File: config.mk
export PLATFORM = sky130hd
export DESIGN_NAME = ram_arbiter_flat
export DESIGN_NICKNAME = d
export VERILOG_FILES = /design/src/rtl/ram_arbiter_if.sv /design/src/rtl/ram_arbiter.sv /design/src/flat_wrapper.sv
export SDC_FILE = /design/constraint.sdc
export NUM_CORES = 1
export LEC_CHECK = 0
export ABC_AREA = 1
export CORE_AREA = 2 2 170 172
export DETAILED_ROUTE_END_ITERATION = 10
export DIE_AREA = 0 0 172 174
export GPL_ROUTABILITY_DRIVEN = 0
export PLACE_DENSITY = 0.54
export SLEW_MARGIN = 20
export SYNTH_ARGS = -nofsm -noshare
export SYNTH_HDL_FRONTEND = slang
export SYNTH_SLANG_ARGS = --single-unit
File: constraint.sdc
create_clock -name CLK -period 1.65 [get_ports CLK]
set_input_delay 0.165 -clock CLK [delete_from_list [all_inputs] [get_ports CLK]]
set_output_delay 0.165 -clock CLK [all_outputs]
set_load 0.005 [all_outputs]
File: src/rtl/ram_arbiter_if.sv
// Bus between the per-core caches, the shared-RAM arbiter and the RAM model.
// The slave modport is the arbiter's view; master is the cache/RAM side.
package ram_arbiter_pkg;
    typedef enum logic [1:0] {
        FREE   = 2'd0,
        BUSY   = 2'd1,
        ACCESS = 2'd2,
        ERROR  = 2'd3
    } ramstate_t;
endpackage

interface ram_arbiter_if #(parameter int CPUS = 2);
    import ram_arbiter_pkg::*;

    logic [CPUS-1:0]        dREN;
    logic [CPUS-1:0]        dWEN;
    logic [CPUS-1:0][31:0]  daddr;
    logic [CPUS-1:0][31:0]  dstore;
    logic [CPUS-1:0]        iREN;
    logic [CPUS-1:0][31:0]  iaddr;
    logic [CPUS-1:0]        dwait;
    logic [CPUS-1:0]        iwait;
    logic [CPUS-1:0][31:0]  dload;
    logic [CPUS-1:0][31:0]  iload;
    logic                   ramREN;
    logic                   ramWEN;
    logic [31:0]            ramaddr;
    logic [31:0]            ramstore;
    logic [31:0]            ramload;
    ramstate_t              ramstate;

    modport slave (
        input  dREN, dWEN, daddr, dstore, iREN, iaddr, ramload, ramstate,
        output dwait, iwait, dload, iload, ramREN, ramWEN, ramaddr, ramstore
    );

    modport master (
        output dREN, dWEN, daddr, dstore, iREN, iaddr, ramload, ramstate,
        input  dwait, iwait, dload, iload, ramREN, ramWEN, ramaddr, ramstore
    );
endinterface

File: src/rtl/ram_arbiter.sv
// Shares the single RAM port between CPUS dcaches and CPUS icaches: dcache priority
// with round-robin per class, and a starvation counter that forces a waiting icache in.
module ram_arbiter
    import ram_arbiter_pkg::*;
#(
    parameter int CPUS       = 2,
    parameter int STARVE_MAX = 4
) (
    input logic         CLK,
    input logic         RST,
    ram_arbiter_if.slave bus
);
    localparam int         PW         = (CPUS > 1) ? $clog2(CPUS) : 1;
    localparam logic [2:0] STARVE_LIM = 3'(STARVE_MAX);

    typedef enum logic {IDLE, GRANT} state_t;

    state_t         state;
    logic           own_i;      // owner class: 1 = icache, 0 = dcache
    logic [PW-1:0]  own_idx;    // owner core
    logic [PW-1:0]  dptr;
    logic [PW-1:0]  iptr;
    logic [2:0]     starve;

    // Returns {found, index} of the first set request at or after ptr, wrapping.
    function automatic logic [PW:0] rr_pick(input logic [CPUS-1:0] req, input logic [PW-1:0] ptr);
        logic [PW:0]   pick;
        logic [PW-1:0] idx;
        pick = '0;
        for (int k = CPUS - 1; k >= 0; k--) begin
            idx = PW'((int'(ptr) + k) % CPUS);
            if (req[idx]) pick = {1'b1, idx};
        end
        return pick;
    endfunction

    function automatic logic [PW-1:0] rr_next(input logic [PW-1:0] idx);
        return (idx == PW'(CPUS - 1)) ? '0 : idx + 1'b1;
    endfunction

    logic [CPUS-1:0] dreq;
    logic [PW:0]     d_pick;
    logic [PW:0]     i_pick;
    logic            arb_valid;
    logic            arb_i;
    logic [PW-1:0]   arb_idx;

    always_comb begin
        dreq      = bus.dREN | bus.dWEN;
        d_pick    = rr_pick(dreq, dptr);
        i_pick    = rr_pick(bus.iREN, iptr);
        arb_valid = d_pick[PW] | i_pick[PW];
        arb_i     = 1'b0;
        arb_idx   = d_pick[PW-1:0];
        if (i_pick[PW] && (starve == STARVE_LIM || !d_pick[PW])) begin
            arb_i   = 1'b1;
            arb_idx = i_pick[PW-1:0];
        end
    end

    logic own_req;
    logic own_wr;
    logic active;
    logic done;

    // The RAM side follows the owner's live request so a dropped request aborts at once.
    always_comb begin
        // NOTE: every output gets a default first, so no path through this block infers a latch.
        own_req      = own_i ? bus.iREN[own_idx] : (bus.dREN[own_idx] | bus.dWEN[own_idx]);
        own_wr       = !own_i && bus.dWEN[own_idx];
        active       = (state == GRANT) && !RST && own_req;
        done         = active && (bus.ramstate == ACCESS);
        bus.ramREN   = active && !own_wr;
        bus.ramWEN   = active && own_wr;
        bus.ramaddr  = '0;
        bus.ramstore = '0;
        bus.dwait    = '1;
        bus.iwait    = '1;
        bus.dload    = '0;
        bus.iload    = '0;
        if (active) begin
            bus.ramaddr = own_i ? bus.iaddr[own_idx] : bus.daddr[own_idx];
            if (own_wr) bus.ramstore = bus.dstore[own_idx];
        end
        if (done) begin
            if (own_i) begin
                bus.iwait[own_idx] = 1'b0;
                bus.iload[own_idx] = bus.ramload;
            end else begin
                bus.dwait[own_idx] = 1'b0;
                if (!own_wr) bus.dload[own_idx] = bus.ramload;
            end
        end
    end

    // NOTE: sequential state uses non-blocking assignments so every register samples pre-edge values.
    always_ff @(posedge CLK) begin
        if (RST) begin
            state   <= IDLE;
            own_i   <= 1'b0;
            own_idx <= '0;
            dptr    <= '0;
            iptr    <= '0;
            starve  <= '0;
        end else begin
            case (state)
                IDLE: begin
                    if (arb_valid) begin
                        state   <= GRANT;
                        own_i   <= arb_i;
                        own_idx <= arb_idx;
                        if (arb_i) iptr <= rr_next(arb_idx);
                        else       dptr <= rr_next(arb_idx);
                    end
                    if (bus.iREN == '0 || arb_i) starve <= '0;
                    else if (starve != STARVE_LIM) starve <= starve + 3'd1;
                end
                GRANT: begin
                    if (!own_req || done) state <= IDLE;
                end
                default: state <= IDLE;
            endcase
        end
    end
endmodule

File: src/flat_wrapper.sv
// flat-port wrapper written by rule: the top's interface ports become plain ports
module ram_arbiter_flat import ram_arbiter_pkg::*;
#(
    parameter int CPUS       = 2,
    parameter int STARVE_MAX = 4
)
  (CLK, RST, bus_dREN, bus_dWEN, bus_daddr, bus_dstore, bus_iREN, bus_iaddr, bus_ramload, bus_ramstate, bus_dwait, bus_iwait, bus_dload, bus_iload, bus_ramREN, bus_ramWEN, bus_ramaddr, bus_ramstore);
  ram_arbiter_if #(.CPUS(CPUS)) bus_i ();
  input logic CLK;
  input logic RST;
  input wire logic [$bits(bus_i.dREN)-1:0] bus_dREN;
  input wire logic [$bits(bus_i.dWEN)-1:0] bus_dWEN;
  input wire logic [$bits(bus_i.daddr)-1:0] bus_daddr;
  input wire logic [$bits(bus_i.dstore)-1:0] bus_dstore;
  input wire logic [$bits(bus_i.iREN)-1:0] bus_iREN;
  input wire logic [$bits(bus_i.iaddr)-1:0] bus_iaddr;
  input wire logic [$bits(bus_i.ramload)-1:0] bus_ramload;
  input wire logic [$bits(bus_i.ramstate)-1:0] bus_ramstate;
  output wire logic [$bits(bus_i.dwait)-1:0] bus_dwait;
  output wire logic [$bits(bus_i.iwait)-1:0] bus_iwait;
  output wire logic [$bits(bus_i.dload)-1:0] bus_dload;
  output wire logic [$bits(bus_i.iload)-1:0] bus_iload;
  output wire logic [$bits(bus_i.ramREN)-1:0] bus_ramREN;
  output wire logic [$bits(bus_i.ramWEN)-1:0] bus_ramWEN;
  output wire logic [$bits(bus_i.ramaddr)-1:0] bus_ramaddr;
  output wire logic [$bits(bus_i.ramstore)-1:0] bus_ramstore;
  assign bus_i.dREN = bus_dREN;
  assign bus_i.dWEN = bus_dWEN;
  assign bus_i.daddr = bus_daddr;
  assign bus_i.dstore = bus_dstore;
  assign bus_i.iREN = bus_iREN;
  assign bus_i.iaddr = bus_iaddr;
  assign bus_i.ramload = bus_ramload;
  assign bus_i.ramstate = bus_ramstate;
  assign bus_dwait = bus_i.dwait;
  assign bus_iwait = bus_i.iwait;
  assign bus_dload = bus_i.dload;
  assign bus_iload = bus_i.iload;
  assign bus_ramREN = bus_i.ramREN;
  assign bus_ramWEN = bus_i.ramWEN;
  assign bus_ramaddr = bus_i.ramaddr;
  assign bus_ramstore = bus_i.ramstore;
  ram_arbiter #(.CPUS(CPUS), .STARVE_MAX(STARVE_MAX)) u_core (.CLK(CLK), .RST(RST), .bus(bus_i));
endmodule
Word-level counts from Yosys, hierarchy flattened:

Index checks and enable logic that the tools add are counted.

* bits in latches: 0
* bits in registers: 8
* memories kept: 0
* output and inout port bits: 198
* bits in writable memories: 0
* bits in read-only memories: 0
* input bits: 234

* order comparisons: 6
* equal/unequal tests: 3
* muxes and demuxes: 50
* shift-type cells: 0
* add/subtract/negate cells: 4
* bitwise gates (word level): 7
* reduce and logical (&&, ||, !) cells: 22
* div/mod/pow operators: 0
* multipliers: 0

Operators by type and width (number)
* 32-bit 2-to-1 mux: 11
* 64-bit 2-to-1 mux: 5
* 64-bit AND: 1
* 32-bit demux with 1-bit select: 1
* 1-bit 2-to-1 mux: 21
* 2-bit 2-to-1 mux: 8
* 1-bit by 2-bit < comparator with 1-bit output, second input constant: 5
* 1-bit logical AND: 8
* 3-bit 2-to-1 mux: 2
* 3-bit AND reduction: 2
* 1-bit zero test: 5
* 2-bit AND reduction: 2
* 1-bit adder, second input constant: 3
* 3-bit by 1-bit adder with 3-bit output, second input constant: 1
* 3-bit == test, second input constant: 1
* 1-bit logical OR: 3
* 3-bit != test, second input constant: 1
* 2-bit == test, second input constant: 1
* 2-bit zero test: 1
* 1-bit inverter: 2
* 2-bit inverter: 1
* 1-bit bitwise OR: 2
* 2-bit bitwise OR: 1
* 1-bit case mux with 2 select lines: 1
* other kinds (3): 3

Longest topological paths before layout:

Gate-level depths: netlist of the first run.

* depth in word-level cells: 12
* mapped depth: 10
* gate-level depth less buffers: 9

Worst setup path before layout of the first run:

Ideal clock, no wire load.

* kind: register to output
* from: register u_core.own_idx
* to: output bus_iload[23]
* data required time: 1.485 ns
* setup slack: 0.100 ns
* arrival time: 1.385 ns
* cell stages (with the launch flop): 9
* path through: dfxtp_1 -> buf_2 -> o21ai_2 -> nand2_1 -> nand4_2 -> inv_2 -> nand2_2 -> buf_2 -> nor2_1

* longest elaborated chain between the ends: 7
* elaborated cells on any way between the ends: 18
* classes of those cells: order compare: 2; mux: 11; bitwise: 2; reduce/logical: 3

RTL lines
* from (decl): line ram_arbiter.sv:20 `logic [PW-1:0] own_idx;`
* from (signal assigned): line ram_arbiter.sv:111 `own_idx <= arb_idx;`
* 1-bit by 2-bit < comparator with 1-bit output (implied by the code), or another cell as far along: line ram_arbiter.sv:88 `bus.iload[own_idx] = bus.ramload;`
* 1-bit logical AND (implied by the code) / 1-bit 2-to-1 mux (equally long branches): line ram_arbiter.sv:88, ram_arbiter.sv:69
* 32-bit 2-to-1 mux (implied by the code) / 1-bit bitwise OR (equally long branches): line ram_arbiter.sv:88, ram_arbiter.sv:69
* 32-bit demux with 1-bit select / 1-bit 2-to-1 mux (equally long branches)
* 64-bit AND (no source line) / 1-bit logical AND (equally long branches)
* 64-bit 2-to-1 mux / 1-bit logical AND (equally long branches): line ram_arbiter.sv:86, ram_arbiter.sv:72
* 64-bit 2-to-1 mux *: line ram_arbiter.sv:85 `if (done) begin`
* to (decl): line flat_wrapper.sv:22 `output wire logic [$bits(bus_i.iload)-1:0] bus_iload;`

Mark *: on every way between the ends. The rest lies on a longest branch, timed or not. The select of a mux whose other input is x is not followed.

Worst setup path after layout of the first run:

* from: register u_core.own_idx
* to: output bus_ramaddr[30]

* longest elaborated chain between the ends: 6
* elaborated cells on any way between the ends: 15
* classes of those cells: mux: 13; bitwise: 1; reduce/logical: 1

RTL lines
* 1-bit 2-to-1 mux (implied by the code) (2 in a row): line ram_arbiter.sv:69 `own_req = own_i ? bus.iREN[own_idx] : (bus.dREN[own_idx] | bus.dWEN[own_idx]);`
* 1-bit bitwise OR: line ram_arbiter.sv:69
* 1-bit 2-to-1 mux: line ram_arbiter.sv:69
* 1-bit logical AND: line ram_arbiter.sv:71 `active = (state == GRANT) && !RST && own_req;`
* 32-bit 2-to-1 mux *: line ram_arbiter.sv:81 `if (active) begin`
* to (decl): line flat_wrapper.sv:25 `output wire logic [$bits(bus_i.ramaddr)-1:0] bus_ramaddr;`

Marks and branches as above.

==> impl_metrics.env, run 1 <==
export IMPL_status="complete, but fails checks"
export IMPL_violations="negative setup slack"
export IMPL_cp_slowest_cell="dfxtp_4"
export IMPL_ys_ff_latch=8
export IMPL_synthAdderAreaFrac_pct=0.858
export IMPL_finClkSkew_ns=0.00326
export IMPL_maxSlewViolCount=0
export IMPL_synth_simple_area_share_pct=64.3
export IMPL_ys_types=25
export IMPL_worst_slew_pin_slew_ns=0.408
export IMPL_fin_area_um2=9480
export IMPL_num_vias=6293
export IMPL_layout_nets=1396
export IMPL_grt_overflow_total=0
export IMPL_met3_usage_pct=1.78
export IMPL_die_x_um=172
export IMPL_htree_levels=1
export IMPL_p_int_mw=1.77
export IMPL_die_area_um2=29900
export IMPL_synth_compound_area_share_pct=14.9
export IMPL_ant_nets=0
export IMPL_ys_warn_count=0
export IMPL_port_buffers=431
export IMPL_worst_path_max_fanout=7
export IMPL_ys_seq_area_share_pct=5.49
export IMPL_crit_top_cell="nand2_1"
export IMPL_postLayoutCoreUtil_pct=33.6
export IMPL_grt_usage_pct=15.1
export IMPL_syn_mean_instance_area_um2=4.53
export IMPL_p_leak_nw=4.86
export IMPL_grtUsageMet1_pct=17.1
export IMPL_power_density_nw_per_um2=312
export IMPL_holdWs_ns=0.531
export IMPL_p_comb_share_pct=78.5
export IMPL_final_cell_mix="clkdlybuf4s50_1, nand2_1, buf_2, nor2_1, buf_4"
export IMPL_clk_latency_ns=0.23
export IMPL_switching_share_pct=40.3
export IMPL_hpwlAfterDp_mm=18.3
export IMPL_maxSlewHeadroom_pct=72.8
export IMPL_first_iter_violations=250
export IMPL_cts_path_max_buffers=2
export IMPL_critPathBufInv=5
export IMPL_p_switching_mw=1.19
export IMPL_clkPwrFrac_pct=13.9
export IMPL_post_drt_wl_per_cell_um=17.3
export IMPL_dr_pass1_iters=4
export IMPL_synthMuxAreaShare_pct=0
export IMPL_syn_to_final_growth_pct=225
export IMPL_start_kind="flop"
export IMPL_fin_cells=1542
export IMPL_num_antenna_cells=0
export IMPL_syn_inst=644
export IMPL_fin_ws_ns=-0.421
export IMPL_setup_violations=198
export IMPL_placed_cell_area_um2=8200
export IMPL_chipHeight_um=174
export IMPL_row_count=62
export IMPL_required_ns=1.48
export IMPL_grt_max_degree=34
export IMPL_grt_pass1_wl_mm=34.6
export IMPL_n_fill_cell=3096
export IMPL_cts_root_buffer_cell="clkbuf_16"
export IMPL_crit_arrival_ns=1.91
export IMPL_drt_wl_total_mm=26.6
export IMPL_synth_top_family_by_area="simple AND/OR/NAND/NOR gates"
export IMPL_drive_gt1_share_pct=40.2
export IMPL_finalSetupTns_ns=-50.48
export IMPL_vias_per_cell=4.08
export IMPL_crit_path_end_kind="output pin"
export IMPL_grt_busiest_layer="met2"
export IMPL_max_freq_mhz=483
export IMPL_slowest_delay_ns=0.41
export IMPL_hold_viol_final=0
export IMPL_fin_crit_ns=2.07
export IMPL_dp_cells=1479
export IMPL_period_share_pct=126
export IMPL_power_total_mw=2.96
export IMPL_io_pins=432
export IMPL_dp_slack_ns=-0.707
export IMPL_critPathTopFamily="buffers and inverters"
export IMPL_final_common_cell="clkdlybuf4s50_1"
export IMPL_grt_pass1_vias=5890
export IMPL_synthXorXnorAreaFrac_pct=0
export IMPL_vdd_drop_max_uv=251
export IMPL_synthesis_area_um2=2920
export IMPL_core_area_um2=28200
export IMPL_rsz0062_at_grt="true"
export IMPL_clk_pin_slew_worst_paths_ns=0.04
export IMPL_grt_util_met2_pct=29.4
export IMPL_cts_buffers=3
export IMPL_drv_cap=0
export IMPL_drcViolationCount=0
export IMPL_cts_tree="built"
export IMPL_syn_num_nets=880
export IMPL_hold_path_class="flop to flop"
export IMPL_clock_sinks=8
export IMPL_seq_power_share_pct=7.6
export IMPL_crit_type="flop to output pin"
export IMPL_grt_antenna_before_repair=0
export IMPL_start_util_pct=10.3
export IMPL_worstPathCellList="nor2_4 -> nand2_1 -> nand2_1 -> nand2_2 -> buf_6 -> nand3_4 -> buf_12 -> buf_4 -> clkbuf_16 -> a31oi_1 -> buf_2"
## power by group through the flow
stage               Combinational (mW)  Sequential (mW)  Clock (mW)
floorplan                        0.652            0.220           0
global placement                  1.82            0.230           0
detailed placement                1.83            0.230           0
CTS                               1.97            0.226       0.424
global route                      2.50            0.227       0.433
finish                            2.32            0.225       0.411
## cell usage after synthesis, drive strengths merged
cell type | number | area [um^2]
a21oi | 5 | 25.0
a221oi | 19 | 166
a22oi | 14 | 105
a31oi | 13 | 81.3
and2 | 1 | 6.26
buf | 28 | 135
clkbuf | 24 | 90.1
dfxtp | 8 | 160
ha | 2 | 25.0
inv | 52 | 195
nand2 | 236 | 893
nand3 | 38 | 190
nand4 | 1 | 12.5
nor2 | 161 | 607
nor3 | 33 | 165
o2111ai | 1 | 8.76
o21a | 1 | 7.51
o21ai | 5 | 28.8
o22ai | 2 | 12.5
## sequential cells by signal (all words and copies together), names as in the netlist
name	flops
u_core.starve	3
u_core.dptr	1
u_core.iptr	1
u_core.own_i	1
u_core.own_idx	1
u_core.state	1
## what timing repair did
action                     CTS  global route
setup endpoints to repair  198           201
gates resized for setup    311           551
cloned                       8             8
hold buffers                 0             0
buffers inserted            21            29
pin swaps                    3            13
## routing by layer
| layer | vias up | part of all wire [%] | routed length, um |
|---|---|---|---|
| met4 | 0 | 2.0 | 538 |
| met1 | 2879 | 39 | 10300 |
| met2 | 292 | 53 | 14000 |
| li1 | 3090 | - | - |
| met5 | - | 0 | 0 |
| met3 | 32 | 6.7 | 1780 |
## worst paths after layout
| check | to | startpoint | depth (start not counted) | slack, ns |
|---|---|---|---|---|
| worst max-delay path | bus_ramaddr[30] | u_core.own_idx | 11 | -0.42 |
| worst min-delay path | u_core.iptr | u_core.iptr | 2 | 0.53 |
| worst max register to register | u_core.own_idx | u_core.starve[0] | 8 | 0.32 |
| worst min register to register | u_core.iptr | u_core.iptr | 2 | 0.53 |
## area by class of cell
| class | count | area (um^2) | share of cell area [%] |
|---|---|---|---|
| Tap cell | 384 | 480 | 5.07 |
| Inverter | 52 | 200 | 2.11 |
| Timing Repair Buffer | 563 | 5350 | 56.4 |
| Clock buffer | 3 | 75.1 | 0.792 |
| Multi-Input combinational cell | 532 | 3210 | 33.9 |
| Sequential cell | 8 | 168 | 1.77 |
## tightest hold or removal path, stage by stage, from the launching register on
cell and delay (ns):
dfxtp_1 0.33, o21ai_0 0.09, nor2_1 0.07
## cells by family after synthesis
| family | count (synthesis) |
|---|---|
| adders and majority gates | 2 |
| AOI/OAI and AO/OA | 60 |
| DFF | 8 |
| buffers and inverters | 104 |
| and+or+nand+nor | 470 |
Power figures use the tool's default switching activity.
==> run 2, diff against run 1 <==
Settings changed: MAX_ROUTING_LAYER set to met4, RECOVER_POWER set to 100.
==> run 2 against run 1 <==
  * The flow still finishes with violations (negative setup slack)
  * Critical path type unchanged
  * Highest routed layer unchanged
  * Design area rose by 3.0%
  * Core utilization grew 1.0 points
  * Global-route usage rose by 0.44 points
  * Combinational power rose by 4%
  * Critical path depth is the same
  * Hold slack is essentially flat
  * Largest cell class unchanged
  * Clock skew hardly changed
  * Sequential share of layout area down 0.051 points
  * Via count is 0.75% higher
  * Final cell count grew 0.39%
  * Power up 3.1%
  * Register-to-register slack is essentially flat
==> impl_metrics.env, run 2 (synthesis gave the netlist of run 1 again) <==
export IMPL_status="complete, but fails checks"
export IMPL_violations="negative setup slack"
export IMPL_cp_slowest_cell="dfxtp_4"
export IMPL_cts_path_max_buffers=2
export IMPL_max_freq_mhz=482
export IMPL_worst_path_max_fanout=7
export IMPL_vdd_drop_max_uv=251
export IMPL_cts_root_buffer_cell="clkbuf_16"
export IMPL_cts_tree="built"
export IMPL_power_density_nw_per_um2=312
export IMPL_worstRegToRegCells=8
export IMPL_p_switching_mw=1.24
export IMPL_ff2ff_setup_slack_ns=0.32
export IMPL_finClkSkew_ns=0.00357
export IMPL_maxSlewViolCount=0
export IMPL_post_drt_wl_per_cell_um=17.3
export IMPL_largest_register_ffs=3
export IMPL_drcViolationCount=0
export IMPL_clk_latency_ns=0.23
export IMPL_core_area_um2=28200
export IMPL_first_iter_violations=209
export IMPL_required_ns=1.48
export IMPL_drt_wl_total_mm=26.8
export IMPL_period_share_pct=126
export IMPL_reg2reg_to="u_core.own_idx"
export IMPL_final_common_cell="clkdlybuf4s50_1"
export IMPL_start_kind="flop"
export IMPL_p_int_mw=1.80
export IMPL_crit_type="flop to output pin"
export IMPL_ant_nets=0
export IMPL_regMostFlops="u_core.starve"
export IMPL_clock_sinks=8
export IMPL_clk_pin_slew_worst_paths_ns=0.04
export IMPL_start_util_pct=10.3
export IMPL_die_area_um2=29900
export IMPL_port_buffers=431
export IMPL_hpwlAfterDp_mm=18.3
export IMPL_setup_violations=198
export IMPL_power_total_mw=3.05
export IMPL_setup_worst_path_start="u_core.own_idx"
export IMPL_rsz0062_at_grt="true"
export IMPL_crit_arrival_ns=1.91
export IMPL_num_vias=6340
export IMPL_clkPwrFrac_pct=13.5
export IMPL_finalSetupTns_ns=-54.06
export IMPL_hold_path_class="flop to flop"
export IMPL_hold_viol_final=0
export IMPL_worstPathCellList="nor2_4 -> nand2_1 -> nand2_1 -> nand2_2 -> buf_6 -> nand3_4 -> buf_12 -> buf_16 -> buf_8 -> nor3_4 -> buf_2"
export IMPL_grt_pass1_vias=5905
export IMPL_n_fill_cell=3056
export IMPL_num_antenna_cells=0
export IMPL_grt_overflow_total=0
export IMPL_layout_nets=1402
export IMPL_grt_usage_pct=15.6
export IMPL_htree_levels=1
export IMPL_switching_share_pct=40.8
export IMPL_row_count=62
export IMPL_grt_antenna_before_repair=0
export IMPL_vias_per_cell=4.10
export IMPL_die_x_um=172
export IMPL_grt_max_degree=34
export IMPL_crit_path_end_kind="output pin"
export IMPL_endpoint="bus_ramWEN"
export IMPL_slowest_delay_ns=0.41
export IMPL_dr_pass1_iters=5
export IMPL_chipHeight_um=174
export IMPL_syn_to_final_growth_pct=235
export IMPL_crit_reg2reg_launch="u_core.starve[0]"
export IMPL_drive_gt1_share_pct=40.8
export IMPL_p_leak_nw=4.98
export IMPL_fin_crit_ns=2.07
export IMPL_worst_slew_pin_slew_ns=0.412
export IMPL_postLayoutCoreUtil_pct=34.6
export IMPL_drv_cap=0
export IMPL_fin_ws_ns=-0.425
export IMPL_grt_pass1_wl_mm=34.6
export IMPL_worstHoldStart="u_core.iptr"
export IMPL_cts_buffers=3
export IMPL_crit_top_cell="nand2_1"
export IMPL_p_comb_share_pct=79.1
export IMPL_maxSlewHeadroom_pct=72.5
export IMPL_seq_power_share_pct=7.4
export IMPL_final_cell_mix="clkdlybuf4s50_1, nand2_1, buf_2, nor2_1, buf_4"
export IMPL_io_pins=432
[run 2: what timing repair did]
action / in CTS / in global routing
resized for setup: 311 / 579
gates cloned: 8 / 8
endpoints found under the hold margin: 0 / 0
buffers inserted: 21 / 35
hold buffers: 0 / 0
pin swaps: 3 / 16
endpoints found under the setup margin: 198 / 201
[run 2: layout make-up]
type | instances | area, um^2 | share of cell area (%)
Clock buffer | 3 | 75.1 | 0.769
Multi-Input combinational cell | 532 | 3370 | 34.5
Sequential cell | 8 | 168 | 1.72
Inverter | 52 | 200 | 2.05
Tap cell | 384 | 480 | 4.92
Timing Repair Buffer | 569 | 5470 | 56.0
[run 2: worst min path at each step]
| stage | to | slack, ns | depth (start not counted) |
|---|---|---|---|
| floorplan | u_core.own_i | 0.23 | 1 |
| global placement | u_core.starve[1] | 0.49 | 2 |
| detailed placement | u_core.starve[1] | 0.53 | 2 |
| CTS | u_core.iptr | 0.54 | 2 |
| global route | u_core.starve[1] | 0.55 | 2 |
| finish | u_core.iptr | 0.53 | 2 |
[run 2: stage by stage]
step                      std cells  setup WS [ns]  hold slack (ns)  instance area, um^2
after CTS                      1511         -0.608            0.536                 8780
after global routing           1548         -0.502            0.555                 9760
final                          1548         -0.425            0.531                 9760
after detailed placement       1479         -0.707            0.531                 8200
after floorplan                 644          0.100            0.234                 2920
after global placement         1479         -0.678            0.493                 8200
[run 2: critical path, delay by kind of cell, from the launching register on]
kind	cells	cell delay (ns)
and+or+nand+nor	6	0.57
DFF	1	0.41
buffers and inverters	5	0.69
[run 2: layer usage]
| layer | GRT usage (%) | routed length [um] | up-vias |
|---|---|---|---|
| met3 | 1.21 | 1600 | 32 |
| li1 | - | - | 3098 |
| met2 | 29.4 | 14300 | 301 |
| met5 | - | 0 | - |
| met1 | 17.4 | 10400 | 2909 |
| met4 | 3.99 | 539 | 0 |
[run 2: power groups by stage]
stage	Combinational [mW]	Sequential (mW)	Clock [mW]
finish	2.41	0.225	0.411
global route	2.59	0.227	0.433
CTS	1.97	0.226	0.424
detailed placement	1.83	0.230	0
global placement	1.82	0.230	0
floorplan	0.652	0.220	0
==> run 3, diff against run 2 <==
Settings changed: CAP_MARGIN set to 20, PLACE_DENSITY 0.54 to 0.43, SKIP_CTS_REPAIR_TIMING set to 1.
==> run 3 against run 2 <==
  * The run still ends with negative setup slack left
  * Non-clock buffer count shrank 47
  * Hold slack lost 0.036 ns
  * Core utilization fell by 4.7 points
  * Clock skew is 0.0030 ns lower
  * Die area stayed put
  * Routed wire length fell by 8.1%
  * Sequential cell count did not move
  * Global-route usage down 0.82 points
  * Final cell count down 3.0%
  * Critical path type unchanged
  * Highest routed layer unchanged
==> impl_metrics.env, run 3 (synthesis gave the netlist of run 1 again) <==
export IMPL_cts_buffers=3
export IMPL_drt_wl_total_mm=24.7
export IMPL_hold_path_class="input pin to flop"
export IMPL_ff2ff_setup_slack_ns=0.34
export IMPL_drv_cap=0
export IMPL_power_total_mw=2.56
export IMPL_final_common_cell="clkdlybuf4s50_1"
export IMPL_worst_slew_pin_slew_ns=0.401
export IMPL_reg2reg_to="u_core.iptr"
export IMPL_syn_to_final_growth_pct=189
export IMPL_crit_reg2reg_launch="u_core.starve[0]"
export IMPL_grt_pass1_vias=5906
export IMPL_crit_path_end_kind="output pin"
export IMPL_worstHoldStart="bus_dWEN[1]"
export IMPL_row_count=62
export IMPL_power_density_nw_per_um2=304
export IMPL_drive_gt1_share_pct=23.7
export IMPL_cp_slowest_cell="clkdlybuf4s50_1"
export IMPL_critPathBufInv=3
export IMPL_chipHeight_um=174
export IMPL_crit_cells=6
export IMPL_fin_ws_ns=-0.633
export IMPL_status="complete, but fails checks"
export IMPL_clock_sinks=8
export IMPL_core_area_um2=28200
export IMPL_crit_type="flop to output pin"
export IMPL_layout_nets=1355
export IMPL_violations="negative setup slack"
export IMPL_num_vias=5986
export IMPL_p_leak_nw=4.90
export IMPL_vias_per_cell=3.99
export IMPL_worstRegToRegCells=9
export IMPL_ant_nets=0
export IMPL_maxSlewViolCount=0
export IMPL_start_kind="flop"
export IMPL_grt_antenna_before_repair=1
export IMPL_worstPathCellList="o21ai_2 -> buf_12 -> buf_4 -> nand2_1 -> nor3_1 -> clkdlybuf4s50_1"
export IMPL_dp_slack_ns=-0.818
export IMPL_clk_pin_slew_worst_paths_ns=0.04
export IMPL_cts_path_max_buffers=2
export IMPL_post_drt_wl_per_cell_um=16.4
export IMPL_grt_usage_pct=14.7
export IMPL_vdd_drop_max_uv=225
export IMPL_finalSetupTns_ns=-56.00
export IMPL_port_buffers=431
export IMPL_finClkSkew_ns=0.000577
export IMPL_grt_pass1_wl_mm=33.2
export IMPL_start_util_pct=10.3
export IMPL_grt_max_degree=39
export IMPL_max_freq_mhz=438
export IMPL_clk_latency_ns=0.23
export IMPL_rsz0062_at_grt="true"
export IMPL_die_x_um=172
export IMPL_period_share_pct=138
export IMPL_hold_path_depth=6
export IMPL_regMostFlops="u_core.starve"
export IMPL_required_ns=1.48
export IMPL_die_area_um2=29900
export IMPL_cts_tree="built"
export IMPL_fin_area_um2=8420
export IMPL_postLayoutCoreUtil_pct=29.8
export IMPL_first_iter_violations=230
export IMPL_critPathTopFamily="buffers and inverters"
export IMPL_endpoint="bus_dload[42]"
export IMPL_final_cell_mix="clkdlybuf4s50_1, nand2_1, nor2_1, clkbuf_2"
export IMPL_slowest_delay_ns=0.55
export IMPL_fin_crit_ns=2.28
export IMPL_cts_root_buffer_cell="clkbuf_16"
export IMPL_setup_worst_path_start="u_core.own_idx"
export IMPL_crit_arrival_ns=2.12
export IMPL_placed_cell_area_um2=8100
export IMPL_worst_path_max_fanout=21
export IMPL_htree_levels=1
export IMPL_maxSlewHeadroom_pct=73.3
export IMPL_n_fill_cell=3210
export IMPL_dr_pass1_iters=4
export IMPL_io_pins=432
export IMPL_hold_viol_final=0
export IMPL_drcViolationCount=0
export IMPL_largest_register_ffs=3
export IMPL_setup_violations=198
export IMPL_hpwlAfterDp_mm=19.0
export IMPL_grt_overflow_total=0
[run 3: per-layer routing]
metal	share of wire, %	wire (um)	GRT usage, %
met3	6.6	1630	1.94
met2	53	13100	28.9
met4	1.6	386	2.91
met5	0	0	-
met1	39	9570	15.5
[run 3: layout make-up]
cell class / instances / area [um^2] / share of cell area [%]
Clock buffer: 3 / 75.1 / 0.891
Inverter: 52 / 203 / 2.41
Antenna cell: 1 / 2.50 / 0.0297
Multi-Input combinational cell: 532 / 2560 / 30.4
Sequential cell: 8 / 165 / 1.96
Tap cell: 384 / 480 / 5.70
Timing Repair Buffer: 522 / 4930 / 58.6
[run 3: worst register-to-register path: stages, from the launching register on]
cell	delay (ns)
dfxtp_1	0.31
inv_1	0.08
ha_1	0.15
nand2_1	0.05
nand2_1	0.06
nand2_1	0.13
nor2_1	0.17
inv_1	0.08
nor2_1	0.11
nor2_1	0.06
[run 3: worst min-delay path by stage]
stage / to / slack (ns)
6_report: u_core.own_i / 0.49
3_5_place_dp: u_core.starve[1] / 0.51
5_1_grt: u_core.own_i / 0.55
3_3_place_gp: u_core.starve[1] / 0.50
4_1_cts: u_core.starve[1] / 0.51
2_1_floorplan: u_core.own_i / 0.23
[run 3: per-stage QoR]
step,hold WS (ns),cells
after floorplan,0.234,644
after global placement,0.497,1469
after detailed placement,0.509,1469
after CTS,0.514,1472
after global routing,0.547,1502
final,0.494,1502
[run 3: power breakdown]
part / internal (mW) / switching (mW) / leakage (nW)
Sequential: 0.210 / 0.0177 / 0.0669
Combinational: 1.05 / 0.880 / 4.80
Clock: 0.312 / 0.0915 / 0.0370
Total: 1.57 / 0.989 / 4.90
